--- src/rtl/is_pkg_uart_controller.sv ---
// Shared types and helpers for the UART controller command layer.
// Holds the sequencer state enum, ASCII constants and hex conversion.
package is_pkg_uart_controller;

    localparam int DATA_RX_W      = 48;
    localparam int RX_PAYLOAD_MAX = DATA_RX_W / 8;

    localparam logic [7:0] ASCII_CR = 8'h0D;
    localparam logic [7:0] ASCII_LF = 8'h0A;
    localparam logic [7:0] ASCII_K  = 8'h4B;
    localparam logic [7:0] ASCII_E  = 8'h45;
    localparam logic [7:0] ASCII_R  = 8'h52;
    localparam logic [7:0] ASCII_W  = 8'h57;

    typedef enum logic [3:0] {
        IDLE,
        RDT,
        RCR,
        RLF,
        TRES,
        TMEM,
        TDT,
        TCR,
        TLF
    } state_f;

    typedef struct packed {
        logic       ok;
        logic [3:0] val;
    } hexnib_t;

    // ASCII hex digit (either case) to nibble, with a validity flag.
    function automatic hexnib_t hex2nib(input logic [7:0] c);
        hexnib_t r;
        r.ok  = 1'b1;
        r.val = c[3:0];
        if (c >= 8'h30 && c <= 8'h39) begin
            r.val = c[3:0];
        end else if ((c >= 8'h41 && c <= 8'h46) ||
                     (c >= 8'h61 && c <= 8'h66)) begin
            r.val = c[3:0] + 4'd9;
        end else begin
            r.ok = 1'b0;
        end
        return r;
    endfunction

    // Nibble to upper-case ASCII hex digit.
    function automatic logic [7:0] nib2hex(input logic [3:0] n);
        logic [7:0] r;
        if (n < 4'd10) r = {4'h3, n};
        else           r = 8'h37 + {4'h0, n};
        return r;
    endfunction

endpackage

--- src/rtl/uart_cmd_sequencer.sv ---
// Frame-level command sequencer: assembles CR/LF frames from UART RX,
// decodes R/W commands, drives the register memory and the TX response.
// Ports: clk/rst, rx_data/rx_valid/rx_perr (byte in), tx_data/tx_valid/
// tx_ready (byte out), mem_addr/mem_re/mem_rdata/mem_we/mem_wdata,
// cmd_done (response finished), err_cnt (saturating error count).
module uart_cmd_sequencer
    import is_pkg_uart_controller::*;
#(
    parameter int DATA_W = 8,
    parameter int ADDR_W = 8
) (
    input  logic              clk,
    input  logic              rst,
    input  logic [DATA_W-1:0] rx_data,
    input  logic              rx_valid,
    input  logic              rx_perr,
    output logic [DATA_W-1:0] tx_data,
    output logic              tx_valid,
    input  logic              tx_ready,
    output logic [ADDR_W-1:0] mem_addr,
    output logic              mem_re,
    input  logic [DATA_W-1:0] mem_rdata,
    output logic              mem_we,
    output logic [DATA_W-1:0] mem_wdata,
    output logic              cmd_done,
    output logic [7:0]        err_cnt
);

    state_f                 state_q, state_d;
    logic [DATA_RX_W-1:0]   pl_q, pl_d;
    logic [2:0]             cnt_q, cnt_d;
    logic                   ovf_q, ovf_d;
    logic                   perr_q, perr_d;
    logic                   rd_cmd_q, rd_cmd_d;
    logic                   ph_q, ph_d;
    logic [7:0]             rd_q, rd_d;
    logic                   tx_valid_q, tx_valid_d;
    logic [DATA_W-1:0]      tx_data_q, tx_data_d;
    logic [ADDR_W-1:0]      mem_addr_q, mem_addr_d;
    logic                   mem_re_q, mem_re_d;
    logic                   mem_we_q, mem_we_d;
    logic [DATA_W-1:0]      mem_wdata_q, mem_wdata_d;
    logic                   cmd_done_q, cmd_done_d;
    logic [7:0]             err_cnt_q, err_cnt_d;
    logic                   err_inc;

    logic [7:0] op;
    hexnib_t    n1, n2, n3, n4;
    logic       is_r, is_w, rd_ok, wr_ok, dec_err;
    logic       tx_fire;

    assign op = pl_q[7:0];
    assign n1 = hex2nib(pl_q[15:8]);
    assign n2 = hex2nib(pl_q[23:16]);
    assign n3 = hex2nib(pl_q[31:24]);
    assign n4 = hex2nib(pl_q[39:32]);

    // Clearing bit 5 folds lower-case opcodes onto upper-case.
    assign is_r  = (op & 8'hDF) == ASCII_R;
    assign is_w  = (op & 8'hDF) == ASCII_W;
    assign rd_ok = is_r && cnt_q == 3'd3 && n1.ok && n2.ok;
    assign wr_ok = is_w && cnt_q == 3'd5 && n1.ok && n2.ok &&
                   n3.ok && n4.ok;
    // An empty payload fails both length checks.
    assign dec_err = ovf_q || perr_q || !(rd_ok || wr_ok);

    assign tx_fire = tx_valid_q && tx_ready;

    always_comb begin
        state_d     = state_q;
        pl_d        = pl_q;
        cnt_d       = cnt_q;
        ovf_d       = ovf_q;
        perr_d      = perr_q;
        rd_cmd_d    = rd_cmd_q;
        ph_d        = ph_q;
        rd_d        = rd_q;
        tx_valid_d  = tx_valid_q;
        tx_data_d   = tx_data_q;
        mem_addr_d  = mem_addr_q;
        mem_re_d    = 1'b0;
        mem_we_d    = 1'b0;
        mem_wdata_d = mem_wdata_q;
        cmd_done_d  = 1'b0;
        err_inc     = 1'b0;

        unique case (state_q)
            IDLE: begin
                if (rx_valid) begin
                    if (rx_data == ASCII_CR) begin
                        perr_d  = perr_q | rx_perr;
                        state_d = RCR;
                    end else if (rx_data != ASCII_LF) begin
                        pl_d[7:0] = rx_data;
                        cnt_d     = 3'd1;
                        perr_d    = perr_q | rx_perr;
                        state_d   = RDT;
                    end
                end
            end
            RDT: begin
                if (rx_valid) begin
                    perr_d = perr_q | rx_perr;
                    if (rx_data == ASCII_CR) begin
                        state_d = RCR;
                    end else if (cnt_q == 3'(RX_PAYLOAD_MAX)) begin
                        ovf_d = 1'b1;
                    end else begin
                        pl_d[{cnt_q, 3'b000} +: 8] = rx_data;
                        cnt_d = cnt_q + 3'd1;
                    end
                end
            end
            RCR: begin
                if (rx_valid) begin
                    if (rx_data == ASCII_LF) begin
                        perr_d  = perr_q | rx_perr;
                        state_d = RLF;
                        // Write strobe must be high while in RLF, so it
                        // is registered on the LF edge itself.
                        if (!dec_err && wr_ok && !rx_perr) begin
                            mem_we_d    = 1'b1;
                            mem_addr_d  = {n1.val, n2.val};
                            mem_wdata_d = {n3.val, n4.val};
                        end
                    end else begin
                        err_inc = 1'b1;
                        pl_d    = '0;
                        cnt_d   = 3'd0;
                        ovf_d   = 1'b0;
                        perr_d  = 1'b0;
                        state_d = IDLE;
                    end
                end
            end
            RLF: begin
                err_inc    = dec_err;
                rd_cmd_d   = rd_ok && !dec_err;
                tx_valid_d = 1'b1;
                tx_data_d  = dec_err ? ASCII_E : ASCII_K;
                state_d    = TRES;
            end
            TRES: begin
                if (tx_fire) begin
                    if (rd_cmd_q) begin
                        tx_valid_d = 1'b0;
                        mem_re_d   = 1'b1;
                        mem_addr_d = {n1.val, n2.val};
                        ph_d       = 1'b0;
                        state_d    = TMEM;
                    end else begin
                        tx_data_d = ASCII_CR;
                        state_d   = TCR;
                    end
                end
            end
            TMEM: begin
                if (!ph_q) begin
                    ph_d = 1'b1;
                end else begin
                    rd_d       = mem_rdata;
                    tx_valid_d = 1'b1;
                    tx_data_d  = nib2hex(mem_rdata[7:4]);
                    ph_d       = 1'b0;
                    state_d    = TDT;
                end
            end
            TDT: begin
                if (tx_fire) begin
                    if (!ph_q) begin
                        tx_data_d = nib2hex(rd_q[3:0]);
                        ph_d      = 1'b1;
                    end else begin
                        tx_data_d = ASCII_CR;
                        ph_d      = 1'b0;
                        state_d   = TCR;
                    end
                end
            end
            TCR: begin
                if (tx_fire) begin
                    tx_data_d = ASCII_LF;
                    state_d   = TLF;
                end
            end
            TLF: begin
                if (tx_fire) begin
                    tx_valid_d = 1'b0;
                    cmd_done_d = 1'b1;
                    pl_d       = '0;
                    cnt_d      = 3'd0;
                    ovf_d      = 1'b0;
                    perr_d     = 1'b0;
                    rd_cmd_d   = 1'b0;
                    state_d    = IDLE;
                end
            end
            default: state_d = IDLE;
        endcase

        err_cnt_d = err_cnt_q;
        if (err_inc && err_cnt_q != 8'hFF) err_cnt_d = err_cnt_q + 8'd1;
    end

    always_ff @(posedge clk or posedge rst) begin
        if (rst) begin
            state_q     <= IDLE;
            pl_q        <= '0;
            cnt_q       <= 3'd0;
            ovf_q       <= 1'b0;
            perr_q      <= 1'b0;
            rd_cmd_q    <= 1'b0;
            ph_q        <= 1'b0;
            rd_q        <= 8'h00;
            tx_valid_q  <= 1'b0;
            tx_data_q   <= '0;
            mem_addr_q  <= '0;
            mem_re_q    <= 1'b0;
            mem_we_q    <= 1'b0;
            mem_wdata_q <= '0;
            cmd_done_q  <= 1'b0;
            err_cnt_q   <= 8'h00;
        end else begin
            state_q     <= state_d;
            pl_q        <= pl_d;
            cnt_q       <= cnt_d;
            ovf_q       <= ovf_d;
            perr_q      <= perr_d;
            rd_cmd_q    <= rd_cmd_d;
            ph_q        <= ph_d;
            rd_q        <= rd_d;
            tx_valid_q  <= tx_valid_d;
            tx_data_q   <= tx_data_d;
            mem_addr_q  <= mem_addr_d;
            mem_re_q    <= mem_re_d;
            mem_we_q    <= mem_we_d;
            mem_wdata_q <= mem_wdata_d;
            cmd_done_q  <= cmd_done_d;
            err_cnt_q   <= err_cnt_d;
        end
    end

    assign tx_data   = tx_data_q;
    assign tx_valid  = tx_valid_q;
    assign mem_addr  = mem_addr_q;
    assign mem_re    = mem_re_q;
    assign mem_we    = mem_we_q;
    assign mem_wdata = mem_wdata_q;
    assign cmd_done  = cmd_done_q;
    assign err_cnt   = err_cnt_q;

endmodule

--- config.mk ---
export PLATFORM = sky130hd
export DESIGN_NAME = uart_cmd_sequencer
export DESIGN_NICKNAME = d
export VERILOG_FILES = /design/src/rtl/is_pkg_uart_controller.sv /design/src/rtl/uart_cmd_sequencer.sv
export SDC_FILE = /design/constraint.sdc
export NUM_CORES = 1
export LEC_CHECK = 0
export ABC_CLOCK_PERIOD_IN_PS = 3200
export CORE_ASPECT_RATIO = 0.6
export CORE_MARGIN = 2
export CORE_UTILIZATION = 50
export DETAILED_ROUTE_END_ITERATION = 12
export PLACE_DENSITY_LB_ADDON = 0.08
export SYNTH_ARGS = -nofsm -noshare
export SYNTH_HDL_FRONTEND = slang
export SYNTH_SLANG_ARGS = --single-unit
--- constraint.sdc ---
create_clock -name clk -period 3.2 [get_ports clk]
set_clock_uncertainty 0.1 [all_clocks]
set_input_delay 0.64 -clock clk [delete_from_list [all_inputs] [get_ports clk]]
set_output_delay 0.64 -clock clk [all_outputs]
set_load 0.01 [all_outputs]
* Word-level counts from Yosys, hierarchy flattened
Cells that the tools add are included.
Word-level totals: flip-flop bits (word level) 99, logic and storage cells 251
Operators by class: add/sub/neg operators 9, eq/ne operators 38, reduce and logical (&&, ||, !) cells 55, $lt $le $gt $ge 26, shift operators 2, muxes and demuxes 103, bitwise gates (word level) 1
Operators with widths (count):
- $mux W48 | 6
- $pmux W40 S3 | 1
- $mux W8 | 14
- $mux W4 | 21
- $ge A8 B7 Y1 const B | 8
- $le A8 B7 Y1 const B | 8
- $bwmux W48 | 1
- $shift A8 B8 Y48 const A | 1
- $shiftx A8 B8 Y48 | 1
- $ne A2 B2 Y1 const B | 20
- $pmux W8 S5 | 1
- $mux W1 | 36
- $pmux W4 S9 | 1
- $ge A8 B6 Y1 const B | 4
- $le A8 B6 Y1 const B | 4
- $pmux W8 S4 | 1
- $mux W3 | 9
- $logic_and A1 B1 Y1 | 25
- $reduce_and A6 Y1 | 3
- $add A4 B4 Y4 const B | 4
- $eq A4 B3 Y1 const B | 4
- $eq A8 B4 Y1 const B | 2
- $pmux W8 S2 | 1
- $add A6 B4 Y7 const A | 2
- other kinds (33) | 56

* Depth between registers and ports, before layout
Gate-level depths: netlist of run 1.
depth after elaboration 19, gate-level depth with buffers 9, depth with buffers taken out 8

* Worst setup path before layout of run 1
OpenSTA, ideal clock, no wires.
path kind reg2reg, from register pl_q[8], to register mem_wdata_q[4] (netlist: mem_wdata[4]), arrival 2.374 ns, stages on the path, launching flop included 9, path slack 0.601 ns, data required time 2.975 ns, cell sequence dfrtp_1 -> inv_1 -> ha_1 -> o21bai_1 -> a2111oi_0 -> o221ai_2 -> nor3_4 -> buf_4 -> mux2_2
On the way: word-level cells in the longest chain between the ends 16, elaborated cells between the ends (all ways) 25, classes of those cells 6 x order compare; 2 x mux; 17 x reduce/logical
RTL lines:
- start, declared | RTL line uart_cmd_sequencer.sv:30 | logic [DATA_RX_W-1:0] pl_q, pl_d;
- start signal, assigned | RTL line uart_cmd_sequencer.sv:225 | pl_q <= pl_d;
- $ge A8 B7 Y1 (tied with other cells) | RTL line is_pkg_uart_controller.sv:39 | end else if ((c >= 8'h41 && c <= 8'h46) ||
- $logic_and A1 B1 Y1, on equally long branches | RTL line is_pkg_uart_controller.sv:39, is_pkg_uart_controller.sv:40
- $logic_or A1 B1 Y1 | RTL line is_pkg_uart_controller.sv:39
- $mux W1 | RTL line is_pkg_uart_controller.sv:39
- $mux W1 (*) | RTL line is_pkg_uart_controller.sv:37 | if (c >= 8'h30 && c <= 8'h39) begin
- $logic_and A1 B1 Y1 (3 in series) | RTL line uart_cmd_sequencer.sv:62 | assign wr_ok = is_w && cnt_q == 3'd5 && n1.ok && n2.ok &&
- $logic_and A1 B1 Y1 | RTL line uart_cmd_sequencer.sv:63 | n3.ok && n4.ok;
- $logic_or A1 B1 Y1 | RTL line uart_cmd_sequencer.sv:65 | assign dec_err = ovf_q || perr_q || !(rd_ok || wr_ok);
- $logic_not A1 Y1 | RTL line uart_cmd_sequencer.sv:65
- $logic_or A1 B1 Y1 | RTL line uart_cmd_sequencer.sv:65
- $logic_not A1 Y1 | RTL line uart_cmd_sequencer.sv:121 | if (!dec_err && wr_ok && !rx_perr) begin
- $logic_and A1 B1 Y1 (*) (2 in series) | RTL line uart_cmd_sequencer.sv:121
- $reduce_and A4 Y1 (no source line) (*)
- end signal, assigned | RTL line uart_cmd_sequencer.sv:237 | mem_wdata_q <= mem_wdata_d;
- end, declared | RTL line uart_cmd_sequencer.sv:42 | logic [DATA_W-1:0] mem_wdata_q, mem_wdata_d;
Every way passes the cells marked *; elsewhere a longest branch is shown, timed or not. A chain may end at the register's enable or synchronous reset.

* Worst setup path in the final report of run 1
from register pl_q[32], to register err_cnt_q[5] (netlist: err_cnt[5])
On the way: word-level cells in the longest chain between the ends 11, elaborated cells between the ends (all ways) 18, classes of those cells 6 x order compare; 3 x mux; 9 x reduce/logical
RTL lines:
- $ge A8 B7 Y1 (tied with other cells) | RTL line is_pkg_uart_controller.sv:39
- $logic_and A1 B1 Y1, on equally long branches | RTL line is_pkg_uart_controller.sv:39, is_pkg_uart_controller.sv:40
- $logic_or A1 B1 Y1 | RTL line is_pkg_uart_controller.sv:39
- $mux W1 | RTL line is_pkg_uart_controller.sv:39
- $mux W1 (*) | RTL line is_pkg_uart_controller.sv:37
- $logic_and A1 B1 Y1 (*) | RTL line uart_cmd_sequencer.sv:63
- $logic_or A1 B1 Y1 (*) | RTL line uart_cmd_sequencer.sv:65
- $logic_not A1 Y1 (*) | RTL line uart_cmd_sequencer.sv:65
- $logic_or A1 B1 Y1 (*) | RTL line uart_cmd_sequencer.sv:65
- $pmux W1 S2 (*) | RTL line uart_cmd_sequencer.sv:87 | unique case (state_q)
- $logic_and A1 B1 Y1 (*) | RTL line uart_cmd_sequencer.sv:202 | if (err_inc && err_cnt_q != 8'hFF) err_cnt_d = err_cnt_q + 8'd1;
- end signal, assigned | RTL line uart_cmd_sequencer.sv:239 | err_cnt_q <= err_cnt_d;
- end, declared | RTL line uart_cmd_sequencer.sv:44 | logic [7:0] err_cnt_q, err_cnt_d;
Marks and branches as above.

==> summary.txt, run 1 <==
Floorplan
  • I/O pins: 57
  • Rows: 28
  • Die footprint: about 0.011 mm^2
  • Core Region: ~0.01 mm^2
  • Chip width: around 140 um
  • DIE HEIGHT: around 83 um
  • Initial core utilization: 0.5214

Placed design
  • Dpl cell area: ~0.0061 mm^2
  • Post-DP HPWL: between 9 and 10 mm
  • Placer Congestion: slightly below 0.9
  • Buffers on Ports: 55

Final layout
  • Share of layout cells above drive strength 1: 0.1459
  • Commonest non-fill, non-tap cells in the layout: dfrtp_1, clkdlybuf4s50_1, nand2_1, inv_1, buf_4
  • Commonest non-fill, non-tap cell in the layout: dfrtp_1
  • Nets: roughly 650
  • Finished Cell Area: around 0.0064 mm^2
  • Diode count: 0
  • Filler Cell Count: approximately 860
  • Area grow syn2layout: 22.98%

Synth
  • EDFF count, synth: 0
  • Post-Syn Area: 0.005206 mm^2
  • Mean post-synth cell area: between 9 and 10 um^2
  • Ys async rst share: 1.000
  • Count of different cell masters after synthesis: 72
  • Ys flop type: dfrtp_1
  • Yosys warnings: 0
  • Synth Register Bits: between 80 and 90
  • Mapped Nets: approximately 570
  • Post-synthesis sequential area ratio: 0.4278
  • Synthesized instance count: 522

STA
  • Fmax achieved: 334.7 MHz
  • Max_slew headroom: 0.5348
  • Final Hold Vio Count: 0
  • Final slew viol count: 0
  • Period Utilization, post-route: 0.9336
  • RSZ-0062 raised after global routing: no
  • Tightest Pin Transition: approximately 700 ps
  • Final Setup Violations: 0
  • TNS Setup: 0 ps
  • Min Tclk post-route: about 3000 ps

Power
  • Worst VDD drop: ~580 uV
  • Pwr per Cell Area: about 810 mW/mm^2
  • Leak: roughly 2.7 nW

Critical path
  • Critical path, cell by cell: inv_1 -> ha_1 -> o21bai_1 -> a2111oi_0 -> buf_4 -> o2111ai_1 -> nand3_1 -> a311oi_1 -> xor2_1
  • Delay-heaviest family, CP: compound AO/OA/AOI/OAI gates
  • Worst r2r src: pl_q[32]
  • WP buf/inv: 2
  • Max FO, Critical Path: 7
  • Worst setup SP type: register
  • Crit path arrival time: 3140 ps
  • R2R Setup Slk: between 200 and 250 ps
  • Reg2reg end: err_cnt[5]
  • Worst setup EP type: register
  • Critical path class: register to register
  • R2r worst-path depth: 9
  • Worst Path Required: between 3000 and 4000 ps
  • CP max-delay cell: o2111ai_1
  • Worst path max stage delay: between 500 and 600 ps

Min path
  • HP Start: mem_wdata[5]
  • Hold WC Path Type: register to register
  • Hold Path Depth: 1
  • Worst Hold Path EP: mem_wdata[5]

Detailed routing
  • First DRT Iteration DRCs: 345
  • Post-route ant nets: 0
  • First-pass DRT Iterations: 5
  • DRC Markers: 0
  • Wirelength, routed: 13.24 mm
  • Via count: between 4,000 and 5,000
  • DR vias/cell: 5.928
  • Detailed-route wire length per cell: approximately 18 um

CTS
  • Clock Sinks: 89
  • Cts repair resizes: 0
  • Clk_lat worst skew: 340 ps
  • Reg clk slew, reported paths: about 70 ps
  • Hold Buf Count CTS: 0
  • # H-tree levels: 3
  • Max Root-Sink Buffers: 2
  • Cts bufs inserted: 9
  • Number of setup buffers added after CTS: 0
  • CTS tree: yes
  • Root Buffer: clkbuf_16

Flow run
  • Max_cap viols: 0

GRT
  • GRT overflow: 0
  • Total GRT Usage: 0.2475
  • First-pass GRT wire length: 21.99 mm
  • Initial antenna violation count: 0
  • Largest net degree at the start of global routing: just under 50
  • Vias in the first global route: 4,240

Status
  • Outcome: complete, no violations
-- per-layer routing --
layer  share of wire  GRT usage  wire length (um)  vias up
met5               0          0                 0        -
met4           0.010    0.05966               136        0
met1            0.51     0.3906              6687     2160
met2            0.41     0.3343              5479      183
met3           0.071    0.06288               936       17
li1                -          -                 -     2056
-- power by group --
part / switching [mW] / total [mW] / internal [mW]
logic: 1.29 / 2.40 / 1.11
registers: 0.366 / 1.81 / 1.44
clock network: 0.452 / 0.999 / 0.547
total: 2.11 / 5.21 / 3.10
-- kinds of logic after synthesis --
kind of cell | synth area share
flip-flops | 0.4278
other | 0.0007203
multiplexers | 0.09565
XOR/XNOR | 0.03028
AND/OR/NAND/NOR | 0.1692
buffers and inverters | 0.03965
adder cells (fa/ha/maj) | 0.05528
AO/OA/AOI/OAI | 0.1814
-- cell type report --
cell class | instances | area [um^2] | area share
Clock buffer | 10 | 239.0 | 0.03733
Tap cell | 135 | 168.9 | 0.02638
Sequential cell | 89 | 2227 | 0.3479
Multi-Input combinational cell | 380 | 2773 | 0.4331
Clock inverter | 6 | 43.79 | 0.006840
Timing Repair Buffer | 88 | 810.8 | 0.1266
Inverter | 37 | 140.1 | 0.02189
-- flip-flops by register name, summed over array words and instances, names as in the netlist, 3 cells and up --
signal     flops
cnt_q          3
err_cnt        8
mem_addr       8
mem_wdata      8
pl_q          39
rd_q           4
state_q        4
tx_data        7
-- how the worst max path moves through the flow --
stage	startpoint	end	slack, ps	depth (start not counted)
after CTS	pl_q[8]	mem_wdata[6]	280	9
after floorplan	rst	cmd_done	150	1
after global placement	rx_data[5]	mem_wdata[4]	220	7
after detailed placement	rx_data[5]	mem_wdata[6]	80	7
after global routing	pl_q[9]	mem_wdata[6]	80	9
final	pl_q[32]	err_cnt[5]	210	9
-- synth_stat cells, types with 4 or more instances --
| library cell | count | area share |
|---|---|---|
| dfrtp_1 | 89 | 0.43 |
| nand3b_1 | 4 | 0.0058 |
| nand2_1 | 47 | 0.034 |
| nor3_1 | 12 | 0.012 |
| a22o_1 | 17 | 0.029 |
| a31oi_1 | 9 | 0.011 |
| a311oi_1 | 4 | 0.0067 |
| inv_1 | 35 | 0.025 |
| nand2b_1 | 4 | 0.0048 |
| ha_1 | 23 | 0.055 |
| nor2b_1 | 13 | 0.016 |
| mux2i_1 | 19 | 0.037 |
| nor2_1 | 31 | 0.022 |
| nand3_1 | 12 | 0.012 |
| a21oi_1 | 27 | 0.026 |
| o21ai_1 | 7 | 0.0067 |
| mux2_2 | 12 | 0.026 |
| mux2_1 | 6 | 0.013 |
| o21bai_1 | 4 | 0.0058 |
| mux2_4 | 7 | 0.020 |
| o21ai_0 | 22 | 0.021 |
| and3_1 | 6 | 0.0072 |
| and2_1 | 4 | 0.0048 |
| nor3b_1 | 5 | 0.0072 |
| xor2_1 | 6 | 0.010 |
| clkbuf_1 | 11 | 0.0079 |
| xnor2_1 | 12 | 0.020 |
| nor4_1 | 4 | 0.0048 |
| or3_1 | 5 | 0.0060 |
-- stage by stage --
stage                     power (mW)  setup slack [ps]  hold slack (ps)  instances  utilization
after CTS                      5.204             279.0            391.4        745       0.6412
after detailed placement       4.175             78.32            376.8        729       0.6129
after floorplan                3.376             153.1            363.6        522            -
after global routing           5.585             80.02            410.3        745       0.6412
final                          5.207             212.5            384.9        745       0.6412
after global placement         4.096             221.0            368.9        729       0.6129
(Power assumes the default switching activity.)
==> run 2: changes to the inputs <==
- ABC_AREA: unset -> 0
==> results of run 2 <==
No change in the layout: final DEF, timing and power equal those of run 1.
